File: src/rtl/dmem_access_ctrl.sv
// Data-memory access controller between the MEM pipe stage and the data-memory bus.
//
// Stores go into a single-entry posted write buffer and normally complete with no
// stall. Loads drain the buffer first, which keeps memory ordering intact, and then
// issue a read. memReady low freezes the pipeline.
//
// Ports:
//   clock, reset        system clock, synchronous active-high reset
//   exmem_memread       load in MEM stage (wins over exmem_memwrite)
//   exmem_memwrite      store in MEM stage
//   exmem_addr          byte address of the access
//   exmem_wdata/_wstrb  lane-aligned store data and byte enables
//   memReady            access complete / accepted; 0 stalls the pipeline
//   rdata               registered load data, held until the next load ack
//   bus_req/_we         bus request, 1 = write
//   bus_addr            word-aligned bus address
//   bus_wdata/_wstrb    bus write data and byte enables
//   bus_ack             one-cycle completion, ignored while bus_req = 0
//   bus_rdata           read data, valid with bus_ack
module dmem_access_ctrl #(
  parameter int unsigned ADDR_W = 32,
  parameter int unsigned DATA_W = 32
) (
  input  logic                  clock,
  input  logic                  reset,
  input  logic                  exmem_memread,
  input  logic                  exmem_memwrite,
  input  logic [ADDR_W-1:0]     exmem_addr,
  input  logic [DATA_W-1:0]     exmem_wdata,
  input  logic [DATA_W/8-1:0]   exmem_wstrb,
  output logic                  memReady,
  output logic [DATA_W-1:0]     rdata,
  output logic                  bus_req,
  output logic                  bus_we,
  output logic [ADDR_W-1:0]     bus_addr,
  output logic [DATA_W-1:0]     bus_wdata,
  output logic [DATA_W/8-1:0]   bus_wstrb,
  input  logic                  bus_ack,
  input  logic [DATA_W-1:0]     bus_rdata
);

  localparam int unsigned STRB_W = DATA_W / 8;
  // Masking keeps every address bit in use while forcing word alignment.
  localparam logic [ADDR_W-1:0] ALIGN_MASK = ~ADDR_W'(3);

  typedef enum logic [1:0] {
    StIdle,
    StWr,
    StRd,
    StRdDone
  } state_e;

  state_e              state_q, state_d;
  logic                wb_valid_q;
  logic [ADDR_W-1:0]   wb_addr_q;
  logic [DATA_W-1:0]   wb_data_q;
  logic [STRB_W-1:0]   wb_strb_q;
  logic [DATA_W-1:0]   rdata_q;

  logic is_load;
  logic is_store;
  logic wb_fill;
  logic wb_drain;
  logic rd_capture;

  assign is_load    = exmem_memread;
  assign is_store   = exmem_memwrite & ~exmem_memread;
  // Fill only into an empty buffer and drain only a full one, so both never
  // happen on the same edge.
  assign wb_fill    = is_store & ~wb_valid_q;
  assign wb_drain   = (state_q == StWr) & bus_ack;
  assign rd_capture = (state_q == StRd) & bus_ack;

  always_comb begin
    state_d   = state_q;
    bus_req   = 1'b0;
    bus_we    = 1'b0;
    bus_addr  = '0;
    bus_wdata = '0;
    bus_wstrb = '0;
    unique case (state_q)
      StIdle: begin
        // A store captured this edge is drained right away so bus_req rises
        // in the cycle after the store.
        if (wb_valid_q || wb_fill) begin
          state_d = StWr;
        end else if (is_load) begin
          state_d = StRd;
        end
      end
      StWr: begin
        bus_req   = 1'b1;
        bus_we    = 1'b1;
        bus_addr  = wb_addr_q;
        bus_wdata = wb_data_q;
        bus_wstrb = wb_strb_q;
        if (bus_ack) begin
          state_d = is_load ? StRd : StIdle;
        end
      end
      StRd: begin
        bus_req  = 1'b1;
        bus_addr = exmem_addr & ALIGN_MASK;
        if (bus_ack) begin
          state_d = StRdDone;
        end
      end
      StRdDone: begin
        state_d = StIdle;
      end
      default: begin
        state_d = StIdle;
      end
    endcase
  end

  always_comb begin
    if (exmem_memread) begin
      memReady = (state_q == StRdDone);
    end else if (exmem_memwrite) begin
      memReady = ~wb_valid_q;
    end else begin
      memReady = 1'b1;
    end
  end

  assign rdata = rdata_q;

  always_ff @(posedge clock) begin
    if (reset) begin
      state_q    <= StIdle;
      wb_valid_q <= 1'b0;
      wb_addr_q  <= '0;
      wb_data_q  <= '0;
      wb_strb_q  <= '0;
      rdata_q    <= '0;
    end else begin
      state_q <= state_d;
      if (wb_fill) begin
        wb_valid_q <= 1'b1;
        wb_addr_q  <= exmem_addr & ALIGN_MASK;
        wb_data_q  <= exmem_wdata;
        wb_strb_q  <= exmem_wstrb;
      end else if (wb_drain) begin
        wb_valid_q <= 1'b0;
      end
      if (rd_capture) begin
        rdata_q <= bus_rdata;
      end
    end
  end

endmodule

File: config.mk
export PLATFORM = sky130hd
export DESIGN_NAME = dmem_access_ctrl
export DESIGN_NICKNAME = d
export VERILOG_FILES = /design/src/rtl/dmem_access_ctrl.sv
export SDC_FILE = /design/constraint.sdc
export NUM_CORES = 1
export LEC_CHECK = 0
export ABC_AREA = 1
export CAP_MARGIN = 40
export CORE_MARGIN = 1
export CORE_UTILIZATION = 42
export CTS_CLUSTER_DIAMETER = 100
export CTS_CLUSTER_SIZE = 24
export DETAILED_ROUTE_END_ITERATION = 8
export PLACE_DENSITY_LB_ADDON = 0.08
export RECOVER_POWER = 50
export SYNTH_ARGS = -nofsm -noshare
export SYNTH_HDL_FRONTEND = slang
export SYNTH_SLANG_ARGS = --single-unit
File: constraint.sdc
create_clock -name clock -period 1.95 [get_ports clock]
set_input_delay 0.39 -clock clock [delete_from_list [all_inputs] [get_ports clock]]
set_output_delay 0.39 -clock clock [all_outputs]
set_load 0.05 [all_outputs]
## Word-level counts from Yosys, hierarchy flattened

Index checks and enable logic that the tools add are counted.

| operators by class | value |
|---|---|
| eq/ne operators | 6 |
| mux-type cells | 15 |
| bitwise operators | 6 |
| reduce and logical (&&, ||, !) cells | 5 |

Operator list:

| operator | number |
|---|---|
| case mux 32 bit (2 select lines) | 1 |
| 2-to-1 mux 32 bit | 1 |
| 2-to-1 mux 2 bit | 5 |
| case mux 2 bit (4 select lines) | 1 |
| 2-to-1 mux 1 bit | 6 |
| bitwise AND 1 bit | 4 |
| equality test 2 bit (second input constant) | 2 |
| 2-to-1 mux 4 bit | 1 |
| inequality test 2 bit (second input constant) | 2 |
| inequality test 3 bit (second input constant) | 1 |
| AND reduction 3 bit | 1 |
| equality test 2 x 1 -> 1 bit (second input constant) | 1 |
| logical NOT 2 bit | 1 |
| NOT 1 bit | 2 |
| nonzero test 2 bit | 1 |
| OR reduction 2 bit | 1 |
| logical OR 1 bit | 1 |

| storage, ports and cells | value |
|---|---|
| flip-flop bits (word level) | 101 |
| input bits | 105 |
| output and inout port bits | 103 |
| word-level logic and storage cells | 38 |

## Logic depth before layout (Yosys ltp)

| depth | value |
|---|---|
| depth in word-level cells | 6 |
| mapped depth | 9 |
| gate-level depth less buffers | 9 |

## Least setup slack after synthesis

OpenSTA, ideal clock, no wires.

| timing | value |
|---|---|
| kind | register to output |
| start point | reg state_q[0] |
| end point | out bus_addr[10] |
| arrival | 2177 ps |
| setup slack | -617 ps |
| stages on the path, launching flop included | 6 |
| cells stage by stage | dfxtp_1 -> inv_1 -> ha_1 -> inv_1 -> clkbuf_1 -> a21oi_1 |

| on the way | value |
|---|---|
| cells in the longest elaborated chain, start to end | 2 |

RTL lines:

| element | line | source |
|---|---|---|
| from (decl) | 53 | `state_e state_q, state_d;` |
| from (signal assigned) | 131 | `state_q <= StIdle;` |
| from (signal assigned) | 138 | `state_q <= state_d;` |
| equality test 2 bit / equality test 2 x 1 -> 1 bit (equally long branches) | 81 | `unique case (state_q)` |
| case mux 32 bit (2 select lines) * | 81 |  |
| to (decl) | 35 | `output logic [ADDR_W-1:0] bus_addr,` |

Every way passes the cells marked *; elsewhere a longest branch is shown, timed or not.

## Worst setup path in the final report

| timing | value |
|---|---|
| start point | reg state_q[1] |
| end point | out bus_addr[19] |

Same word-level chain as after synthesis.

==> reports/metrics.csv <==
metric;value;unit
ant_nets;0;
crit_start;state_q[1]$_SDFFE_PP0P_;
diodes;0;
min_path_type;reg2reg;
power_frac_seq;0.230;
fmax;485;MHz
regToRegSetupSlack;0.36;ns
slew_headroom;0.643;
synth.distinct_cells;25;
fp.dieH;107;um
cp-start-kind;flop;
finalClockSkew;0.00734;ns
synth_area_leaders;dfxtp_1 (44%), o21ai_0 (9.1%), a21oi_1 (9.0%);
finalCriticalPeriod;2.06;ns
totalPowerFinal;11.0;mW
worstPathRequired;1.56;ns
grt_pass1_vias;4753;
r2r_end;state_q[0]$_SDFFE_PP0P_;
clk_latency;0.38;ns
htree_num_levels;3;
reg2reg_depth;7;
dieArea;11500;um2
wl_per_cell;15.2;um
drt_wl_total;15.0;mm
ys_seq_elements;101;
vias_per_cell;4.94;
drc;0;
clk_path_buf_depth;2;
fin_cells;989;
drtIter0Drc;233;
cp-end-kind;output pin;
worstHoldEndpoint;wb_data_q[31]$_SDFFE_PP0P_;
cts_buffers;9;
cts_tree;yes;
layout.nets;956;
busiest_layer;met2;
grt_usage;0.238;
p_clk_frac;0.150;
hp-start;wb_data_q[31]$_SDFFE_PP0P_;
coreArea;10800;um2
leakage;3.99;nW
drt-pass1-iter-count;5;
failed_checks;negative setup slack;
finalHoldViolations;0;
use_met1;0.276;
outcome;finished with violations;
die_w;107;um
combinationalPowerShare;0.620;
r2r-start;state_q[1]$_SDFFE_PP0P_;
report.final.slew_viol_count;0;
setup_ws;-0.113;ns
io_buffers;203;
synth_top_area_share;0.436;
gp_congestion;0.772;
yosys_warnings;0;
path_class;reg2out;
switching_power;4.83;mW
fp-row-count;38;
grt_setup_unrepaired;true;
min_delay_path_depth;2;
synth_edf_count;0;
async_flop_share;0;
whs;0.453;ns
power_density;1250;nW/um2
yosysMostFrequentCell;inv_1;
synth.cell_area;4640;um2
met3_usage;0.0578;
drv_cap;0;
p_sw_frac;0.441;
synthTopCellsByCount;inv_1 (108), nand2_1 (105), dfxtp_1 (101), o21ai_0 (84), a21oi_1 (83);
setup_viol;61;
grt_max_degree;69;
drive_gt1_frac;0.309;
yosysTopAreaCell;dfxtp_1;
path_max_fanout;7;
ios;208;
grt-ovfl-total;0;
clkTransAtPathRegs;0.10;ns
synth-seq-area-share;0.436;
timing.final.crit_share;1.06;
worstMarginPinSlew;0.535;ns
cts_num_sinks;101;
grtUsageMet2;0.413;
cts_root_buf;clkbuf_8;
intPower;6.13;mW
irDropWorstVdd;1020;uV
dpl_worst_slack;0.104;ns
area_growth;89.8;%
cts_hold_buf;0;
worstPathArrival;1.67;ns
vias;4887;
fin_setup_tns;-3.09;ns
syn_inst;646;
avgSynthCellArea;7.18;um2
ys.flop_type;dfxtp_1;
grt_pass1_wl;21.9;mm
placed_cells;955;
start_util;0.430;
dp_hpwl;9.17;mm
antenna_found_initial;0;
[kinds of logic (layout without fill, tap and decap cells)]
| family | Yosys count | after routing | share of synthesized area |
|---|---|---|---|
| AOI/OAI and AO/OA | 198 | 198 | 0.237 |
| adders and majority gates | 7 | 7 | 0.0189 |
| buffers and inverters | 157 | 359 | 0.155 |
| DFF | 101 | 101 | 0.436 |
| other | 1 | 2 | 0.000809 |
| and+or+nand+nor | 182 | 182 | 0.152 |
[metrics by stage]
stage                     area (um2)   util
after floorplan                 5000      -
after global placement          7790  0.722
after detailed placement        7790  0.722
after CTS                       8160  0.756
after global routing            8800  0.816
final                           8800  0.816
[power by group through the flow]
stage,Sequential (mW),Clock [mW],Combinational (mW)
after floorplan,2.98,0,2.86
after global placement,2.49,0,5.41
after detailed placement,2.51,0,5.48
after CTS,2.48,1.66,5.80
after global routing,2.56,1.74,7.10
final,2.52,1.65,6.79
[flip-flops by register name, summed over array words and instances, names as in the netlist]
signal / count
wb_data_q: 32
state_q: 2
wb_valid_q: 1
wb_strb_q: 4
rdata: 32
wb_addr_q: 30
[critical path, stage by stage, from the launching register on]
cell,delay [ns]
dfxtp_4,0.39
buf_6,0.11
ha_4,0.21
clkbuf_16,0.18
nand2_1,0.10
a21oi_4,0.17
buf_12,0.15
[cell usage in the layout (no fill, tap or decap), types with 3 or more instances in the layout]
cell type / netlist / final
nand2_4: 0 / 34
nand2_1: 105 / 63
dfxtp_1: 101 / 99
clkbuf_16: 0 / 7
o21ai_0: 84 / 84
bufinv_16: 0 / 3
a21oi_2: 14 / 14
nand2_2: 0 / 8
ha_4: 0 / 3
inv_1: 108 / 71
buf_4: 6 / 7
nor2_1: 70 / 70
inv_2: 2 / 12
clkdlybuf4s50_1: 0 / 114
buf_6: 6 / 3
dlymetal6s2s_1: 0 / 19
o21ai_2: 14 / 14
a21oi_4: 0 / 30
inv_4: 0 / 25
ha_1: 7 / 4
clkbuf_8: 0 / 9
nand3_1: 4 / 4
a21oi_1: 83 / 53
buf_12: 2 / 80
[how the worst max path moves through the flow]
stage | slack (ns) | cells past startpoint | to
after detailed placement | 0.10 | 6 | bus_wdata[23]
after global routing | -0.17 | 6 | bus_addr[19]
after CTS | -0.11 | 6 | bus_addr[23]
final | -0.11 | 6 | bus_addr[19]
after global placement | 0.12 | 4 | memReady
after floorplan | -0.002 | 5 | bus_addr[10]
[final cells by class]
class | count | area, um2
sequential | 101 | 2030
fill | 663 | 1990
timing repair buffer | 233 | 3310
multi-input combinational | 389 | 2560
tap | 140 | 175
inverter | 110 | 488
clock inverter | 7 | 121
clock buffer | 9 | 124
[per-layer routing]
layer  part of all wire  routed length, um
met1               0.39               5840
met2               0.53               7910
met3              0.062                929
met4              0.022                333
met5                  0                  0
[timing repair]
item	4_1_cts	5_1_grt
setup buffers	2	6
resized for setup	20	159
setup endpoints to repair	67	83
pin swaps	1	42
cloned	2	8
(Power assumes the default switching activity.)
